===== src/rtl/imm_encoder_pkg.sv =====
// Shared core definitions: immediate formats, range limits and the
// output-buffer entry layout used by the immediate encoder.
package imm_encoder_pkg;

    typedef enum logic [2:0] {
        IMM_I = 3'd0,
        IMM_S = 3'd1,
        IMM_B = 3'd2,
        IMM_U = 3'd3,
        IMM_J = 3'd4
    } imm_fmt_t;

    localparam int I_MIN = -2048;
    localparam int I_MAX = 2047;
    localparam int B_MIN = -4096;
    localparam int B_MAX = 4094;
    localparam int J_MIN = -1048576;
    localparam int J_MAX = 1048574;

    localparam int FIFO_DEPTH = 2;

    typedef struct packed {
        logic [24:0] instr;
        logic [2:0]  fmt;
        logic        err;
    } enc_entry_t;

endpackage


===== src/rtl/imm_encoder_pack.sv =====
// Combinational packer: places immediate and register fields into
// instruction bits [31:7] and flags immediates the format cannot hold.
module imm_pack
    import imm_encoder_pkg::*;
#(
    parameter int DATA_WIDTH = 32
) (
    input  logic [2:0]            fmt_i,
    input  logic [DATA_WIDTH-1:0] imm_i,
    input  logic [4:0]            rd_i,
    input  logic [4:0]            rs1_i,
    input  logic [4:0]            rs2_i,
    input  logic [2:0]            funct3_i,
    output logic [24:0]           instr_o,
    output logic                  err_o
);

    localparam logic signed [DATA_WIDTH-1:0] LO_I = DATA_WIDTH'(I_MIN);
    localparam logic signed [DATA_WIDTH-1:0] HI_I = DATA_WIDTH'(I_MAX);
    localparam logic signed [DATA_WIDTH-1:0] LO_B = DATA_WIDTH'(B_MIN);
    localparam logic signed [DATA_WIDTH-1:0] HI_B = DATA_WIDTH'(B_MAX);
    localparam logic signed [DATA_WIDTH-1:0] LO_J = DATA_WIDTH'(J_MIN);
    localparam logic signed [DATA_WIDTH-1:0] HI_J = DATA_WIDTH'(J_MAX);

    logic signed [DATA_WIDTH-1:0] simm;
    logic [31:0] v;
    logic i_ok;
    logic b_ok;
    logic u_ok;
    logic j_ok;

    assign simm = $signed(imm_i);
    assign v    = imm_i[31:0];

    assign i_ok = (simm >= LO_I) && (simm <= HI_I);
    assign b_ok = (simm >= LO_B) && (simm <= HI_B) && !v[0];
    assign u_ok = (v[11:0] == 12'd0);
    assign j_ok = (simm >= LO_J) && (simm <= HI_J) && !v[0];

    // Out-of-range values are still packed (truncated), only flagged.
    always_comb begin
        instr_o = '0;
        err_o   = 1'b0;
        unique case (fmt_i)
            IMM_I: begin
                instr_o = {v[11:0], rs1_i, funct3_i, rd_i};
                err_o   = !i_ok;
            end
            IMM_S: begin
                instr_o = {v[11:5], rs2_i, rs1_i, funct3_i, v[4:0]};
                err_o   = !i_ok;
            end
            IMM_B: begin
                instr_o = {v[12], v[10:5], rs2_i, rs1_i,
                           funct3_i, v[4:1], v[11]};
                err_o   = !b_ok;
            end
            IMM_U: begin
                instr_o = {v[31:12], rd_i};
                err_o   = !u_ok;
            end
            IMM_J: begin
                instr_o = {v[20], v[10:1], v[11], v[19:12], rd_i};
                err_o   = !j_ok;
            end
            default: begin
                instr_o = '0;
                err_o   = 1'b1;
            end
        endcase
    end

endmodule


===== src/rtl/imm_encoder.sv =====
// Immediate encoder: packs a request into a 2-entry output FIFO and
// keeps saturating counts of popped words and popped error words.
module imm_encoder
    import imm_encoder_pkg::*;
#(
    parameter int DATA_WIDTH = 32
) (
    input  logic                  clk,
    input  logic                  rst,
    input  logic                  in_valid,
    output logic                  in_ready,
    input  logic [2:0]            in_fmt,
    input  logic [DATA_WIDTH-1:0] in_imm,
    input  logic [4:0]            in_rd,
    input  logic [4:0]            in_rs1,
    input  logic [4:0]            in_rs2,
    input  logic [2:0]            in_funct3,
    output logic                  out_valid,
    input  logic                  out_ready,
    output logic [24:0]           out_instruction,
    output logic [2:0]            out_fmt,
    output logic                  out_err,
    output logic [15:0]           enc_count,
    output logic [7:0]            err_count
);

    enc_entry_t  mem_q [FIFO_DEPTH];
    enc_entry_t  wr_entry;
    enc_entry_t  head;
    logic [1:0]  occ_q, occ_d;
    logic        wr_q, wr_d;
    logic        rd_q, rd_d;
    logic [15:0] enc_cnt_q, enc_cnt_d;
    logic [7:0]  err_cnt_q, err_cnt_d;
    logic [24:0] pk_instr;
    logic        pk_err;
    logic        push;
    logic        pop;

    imm_pack #(
        .DATA_WIDTH(DATA_WIDTH)
    ) u_pack (
        .fmt_i    (in_fmt),
        .imm_i    (in_imm),
        .rd_i     (in_rd),
        .rs1_i    (in_rs1),
        .rs2_i    (in_rs2),
        .funct3_i (in_funct3),
        .instr_o  (pk_instr),
        .err_o    (pk_err)
    );

    assign wr_entry = '{instr: pk_instr, fmt: in_fmt, err: pk_err};
    assign head     = mem_q[rd_q];

    // Ready depends only on registered occupancy, never on out_ready.
    assign in_ready  = (occ_q < 2'd2);
    assign out_valid = (occ_q != 2'd0);
    assign push      = in_valid && in_ready;
    assign pop       = out_valid && out_ready;

    assign out_instruction = head.instr;
    assign out_fmt         = head.fmt;
    assign out_err         = head.err;
    assign enc_count       = enc_cnt_q;
    assign err_count       = err_cnt_q;

    always_comb begin
        occ_d     = occ_q;
        wr_d      = wr_q;
        rd_d      = rd_q;
        enc_cnt_d = enc_cnt_q;
        err_cnt_d = err_cnt_q;
        if (push) begin
            wr_d = ~wr_q;
        end
        if (pop) begin
            rd_d = ~rd_q;
            if (enc_cnt_q != 16'hFFFF) begin
                enc_cnt_d = enc_cnt_q + 16'd1;
            end
            if (head.err && (err_cnt_q != 8'hFF)) begin
                err_cnt_d = err_cnt_q + 8'd1;
            end
        end
        unique case ({push, pop})
            2'b10:   occ_d = occ_q + 2'd1;
            2'b01:   occ_d = occ_q - 2'd1;
            default: occ_d = occ_q;
        endcase
    end

    always_ff @(posedge clk) begin
        if (rst) begin
            occ_q     <= '0;
            wr_q      <= 1'b0;
            rd_q      <= 1'b0;
            enc_cnt_q <= '0;
            err_cnt_q <= '0;
            mem_q[0]  <= '0;
            mem_q[1]  <= '0;
        end else begin
            occ_q     <= occ_d;
            wr_q      <= wr_d;
            rd_q      <= rd_d;
            enc_cnt_q <= enc_cnt_d;
            err_cnt_q <= err_cnt_d;
            if (push) begin
                mem_q[wr_q] <= wr_entry;
            end
        end
    end

endmodule


===== config.mk =====
export PLATFORM = sky130hd
export DESIGN_NAME = imm_encoder
export DESIGN_NICKNAME = d
export VERILOG_FILES = /design/src/rtl/imm_encoder_pkg.sv /design/src/rtl/imm_encoder_pack.sv /design/src/rtl/imm_encoder.sv
export SDC_FILE = /design/constraint.sdc
export NUM_CORES = 1
export LEC_CHECK = 0
export ABC_AREA = 1
export CORE_MARGIN = 2
export CORE_UTILIZATION = 30
export CTS_BUF_LIST = sky130_fd_sc_hd__clkbuf_4 sky130_fd_sc_hd__clkbuf_8
export DETAILED_ROUTE_END_ITERATION = 6
export DONT_BUFFER_PORTS = 1
export HOLD_SLACK_MARGIN = 0.06
export SKIP_LAST_GASP = 1
export SLEW_MARGIN = 15
export SYNTH_ARGS = -nofsm -noshare
export SYNTH_HDL_FRONTEND = slang
export SYNTH_SLANG_ARGS = --single-unit

===== constraint.sdc =====
create_clock -name clk -period 3.1 [get_ports clk]
set_clock_uncertainty 0.15 [all_clocks]
set_input_delay 0.465 -clock clk [delete_from_list [all_inputs] [get_ports clk]]
set_output_delay 0.465 -clock clk [all_outputs]
set_load 0.03 [all_outputs]

==> summary.txt <==
Status
  – Run status: finished clean

Floorplan
  – Core area: 0.01594 mm2
  – # IOs: 112
  – Die Wd: 131.8 um
  – Chip height: 131.8 um
  – # rows: 46
  – Initial core utilization: 0.3072
  – Die area: around 0.017 mm2

CTS
  – CTS buffer count: 9
  – Clock transition at path regs: ~0.1 ns
  – H-tree depth: 3
  – Worst-Skew Late Latency: 0.38 ns
  – Clk sinks: 87
  – Bufs on Longest Clock Path: 2
  – CTS-repair resized insts: 0
  – CTS tree: done
  – Root buf cell: clkbuf_8

Synthesis
  – Fraction of registers with async set/reset: 0
  – Post-Syn Instances: between 500 and 600
  – Cell Area, Synth: roughly 0.005 mm2
  – Synth Register Bits: 87
  – Synth Warn #: 0
  – Ranking of synthesized cells by area: edfxtp_1, dfxtp_1, nand2_1
  – Synth area leader: edfxtp_1
  – Mapped Nets: 647
  – EDFF count, synth: 58
  – Unique masters post-synth: 43
  – Synth cell count leaders: nand2_1, nor2_1, inv_1
  – Primary FF master, synth: edfxtp_1
  – Cell with the most instances after synthesis: nand2_1
  – Post-synthesis sequential area ratio: 0.4742
  – Post-synthesis area per instance: ~8.3 um2
  – Share of the synthesized area in the top cell type: 0.3556

Flow run
  – Total of max-cap violations: 0

Timing
  – Setup_tns: 0 ns
  – Fmax: 0.4079 GHz
  – Slew Viols, Final: 0
  – PnR worst setup slack: approximately 0.65 ns
  – Tmin final: roughly 2.5 ns
  – Final Hold Viols: 0
  – Final setup viols: 0
  – Slew HR: 0.5520
  – Hold_ws: roughly 0.17 ns
  – Pin slew with the least headroom to its limit: 0.6699 ns
  – Final period util: 0.7908
  – RSZ-0062 raised after global routing: false

Hold path
  – Hold Path Class: input port to flop

Layout
  – Core Util, Final: 0.3367
  – Diodes inserted: 0
  – Area grow syn2layout: 9.607%
  – Fill cell count: roughly 1700
  – Fraction of layout cells with a size suffix above 1: 0.1553
  – Fin nets: ~650

Drt
  – WL final: 12.19 mm
  – Routed WL per cell: between 10 and 15 um
  – First-iteration detailed-routing DRC count: 193
  – Vias per cell: approximately 4.7
  – Antenna viol nets, final: 0
  – Number of remaining DRC errors: 0
  – Number of detailed-route iterations in the first pass: 4
  – Via count: 3807

Setup path
  – Setup CP Type: flop to output pin
  – CP arrival: roughly 1.8 ns
  – CP max FO: 21
  – Startpoint class of the critical path: flop
  – WP data required: 2.48 ns
  – Worst setup EP type: output pin

GRT
  – Initial antenna violation count: 0
  – Largest net degree at the start of global routing: 23
  – Overflow after GRT: 0
  – First-pass GRT wire length: about 19 mm
  – Vias in the first global route: about 3600
  – Gr usage total: 0.1424

Place
  – Pre-CTS setup slack: about 0.77 ns
  – DP HPWL: about 9.2 mm
  – Port Buffer Count: 0
  – GP Congestion: about 0.9

Power
  – P per Cell Area: 556.3 mW/mm2
  – Cell leakage power: between 2 and 2.5 nW
  – VDD IR-drop max: between 0.15 and 0.2 mV
[registers in the layout (all words and copies together), names as in the netlist, named ones only]
signal and cells:
enc_count 16, err_count 8, mem_q 58, wr_q 1, occ_q 2, rd_q 1
[path summary, 6_finish.rpt]
check	startpoint	cells past startpoint	slack, ns	to
min reg2reg	rd_q$_SDFFE_PP0P_	1	0.31	flop
max reg2reg	occ_q[1]$_SDFFE_PP0P_	6	0.77	mem_q[1][5]$_SDFFCE_PN0P_
min	in_rs2[1]	2	0.17	mem_q[1][18]$_SDFFCE_PN0P_
max	flop	2	0.65	out_instruction[24]
[cell families after synthesis]
group / after synthesis / share of synthesized area
buffers and inverters: 90 / 0.07588
AO/OA/AOI/OAI: 74 / 0.09556
adder cells (fa/ha/maj): 3 / 0.007666
flip-flops: 87 / 0.4742
XOR/XNOR: 9 / 0.01610
multiplexers: 28 / 0.06438
AND/OR/NAND/NOR: 296 / 0.2662
[worst max-delay path: stages (launching register included)]
cell and delay [ns]:
dfxtp_1 0.57, buf_4 0.38, mux2_2 0.49
[cell usage in the layout, fill, tap and decap left out, drive strengths merged]
cell         synthesis  routed
a221oi               2       2
xor2                 6       6
a32o                 4       4
dfxtp               29      29
xnor2                3       3
inv                 77      84
and2                 2       2
a31oi                1       1
buf                  8       8
dlygate4sd3          0       1
mux2                28      28
edfxtp              58      58
o21a                 2       2
nand3               28      28
nor4                 2       2
nor3b                1       1
o21bai               1       1
ha                   3       3
nor2               109     109
a21oi               30      30
a22oi                6       6
o22ai                7       7
nand2              140     140
o21ai               21      21
nand4                3       3
nor3                10      10
clkbuf               5       9
or2                  1       1
[stage by stage]
step	power [mW]	std cells	instance area, um2
3_5_place_dp	2.199	798	5160
5_1_grt	3.133	815	5368
2_1_floorplan	2.074	587	4897
6_report	2.986	815	5368
4_1_cts	3.026	815	5368
3_3_place_gp	2.194	798	5160
[power by group]
group / total [mW] / leakage [nW] / internal (mW) / switching [mW]
clock: 0.822 / 0.104 / 0.325 / 0.497
sequential: 1.43 / 0.842 / 1.35 / 0.0835
combinational: 0.734 / 1.17 / 0.211 / 0.523
total: 2.99 / 2.11 / 1.88 / 1.10
[per-layer routing]
metal | global-route usage | vias to the layer above | part of all wire | wire length [um]
li1 | - | 1944 | - | -
met1 | 0.1771 | 1716 | 0.44 | 5334
met2 | 0.2231 | 130 | 0.46 | 5608
met3 | 0.05037 | 17 | 0.083 | 1006
met4 | 0.06341 | 0 | 0.020 | 241
met5 | 0 | - | 0 | 0
[repair_timing]
action / 4_1_cts / 5_1_grt
endpoints found under the setup margin: 0 / 0
setup buffers: 0 / 0
hold buffers: 1 / 0
hold endpoints to repair: 12 / 0
[area by class of cell]
class                      instances  area (um2)  area share
timing repair buffer               9       82.58     0.01538
sequential                        87        2322      0.4326
tap                              216       270.3     0.05035
clock inverter                     7       73.82     0.01375
multi-input combinational        410        2203      0.4105
inverter                          77       291.5     0.05431
clock buffer                       9       123.9     0.02308
(Power assumes the default switching activity.)
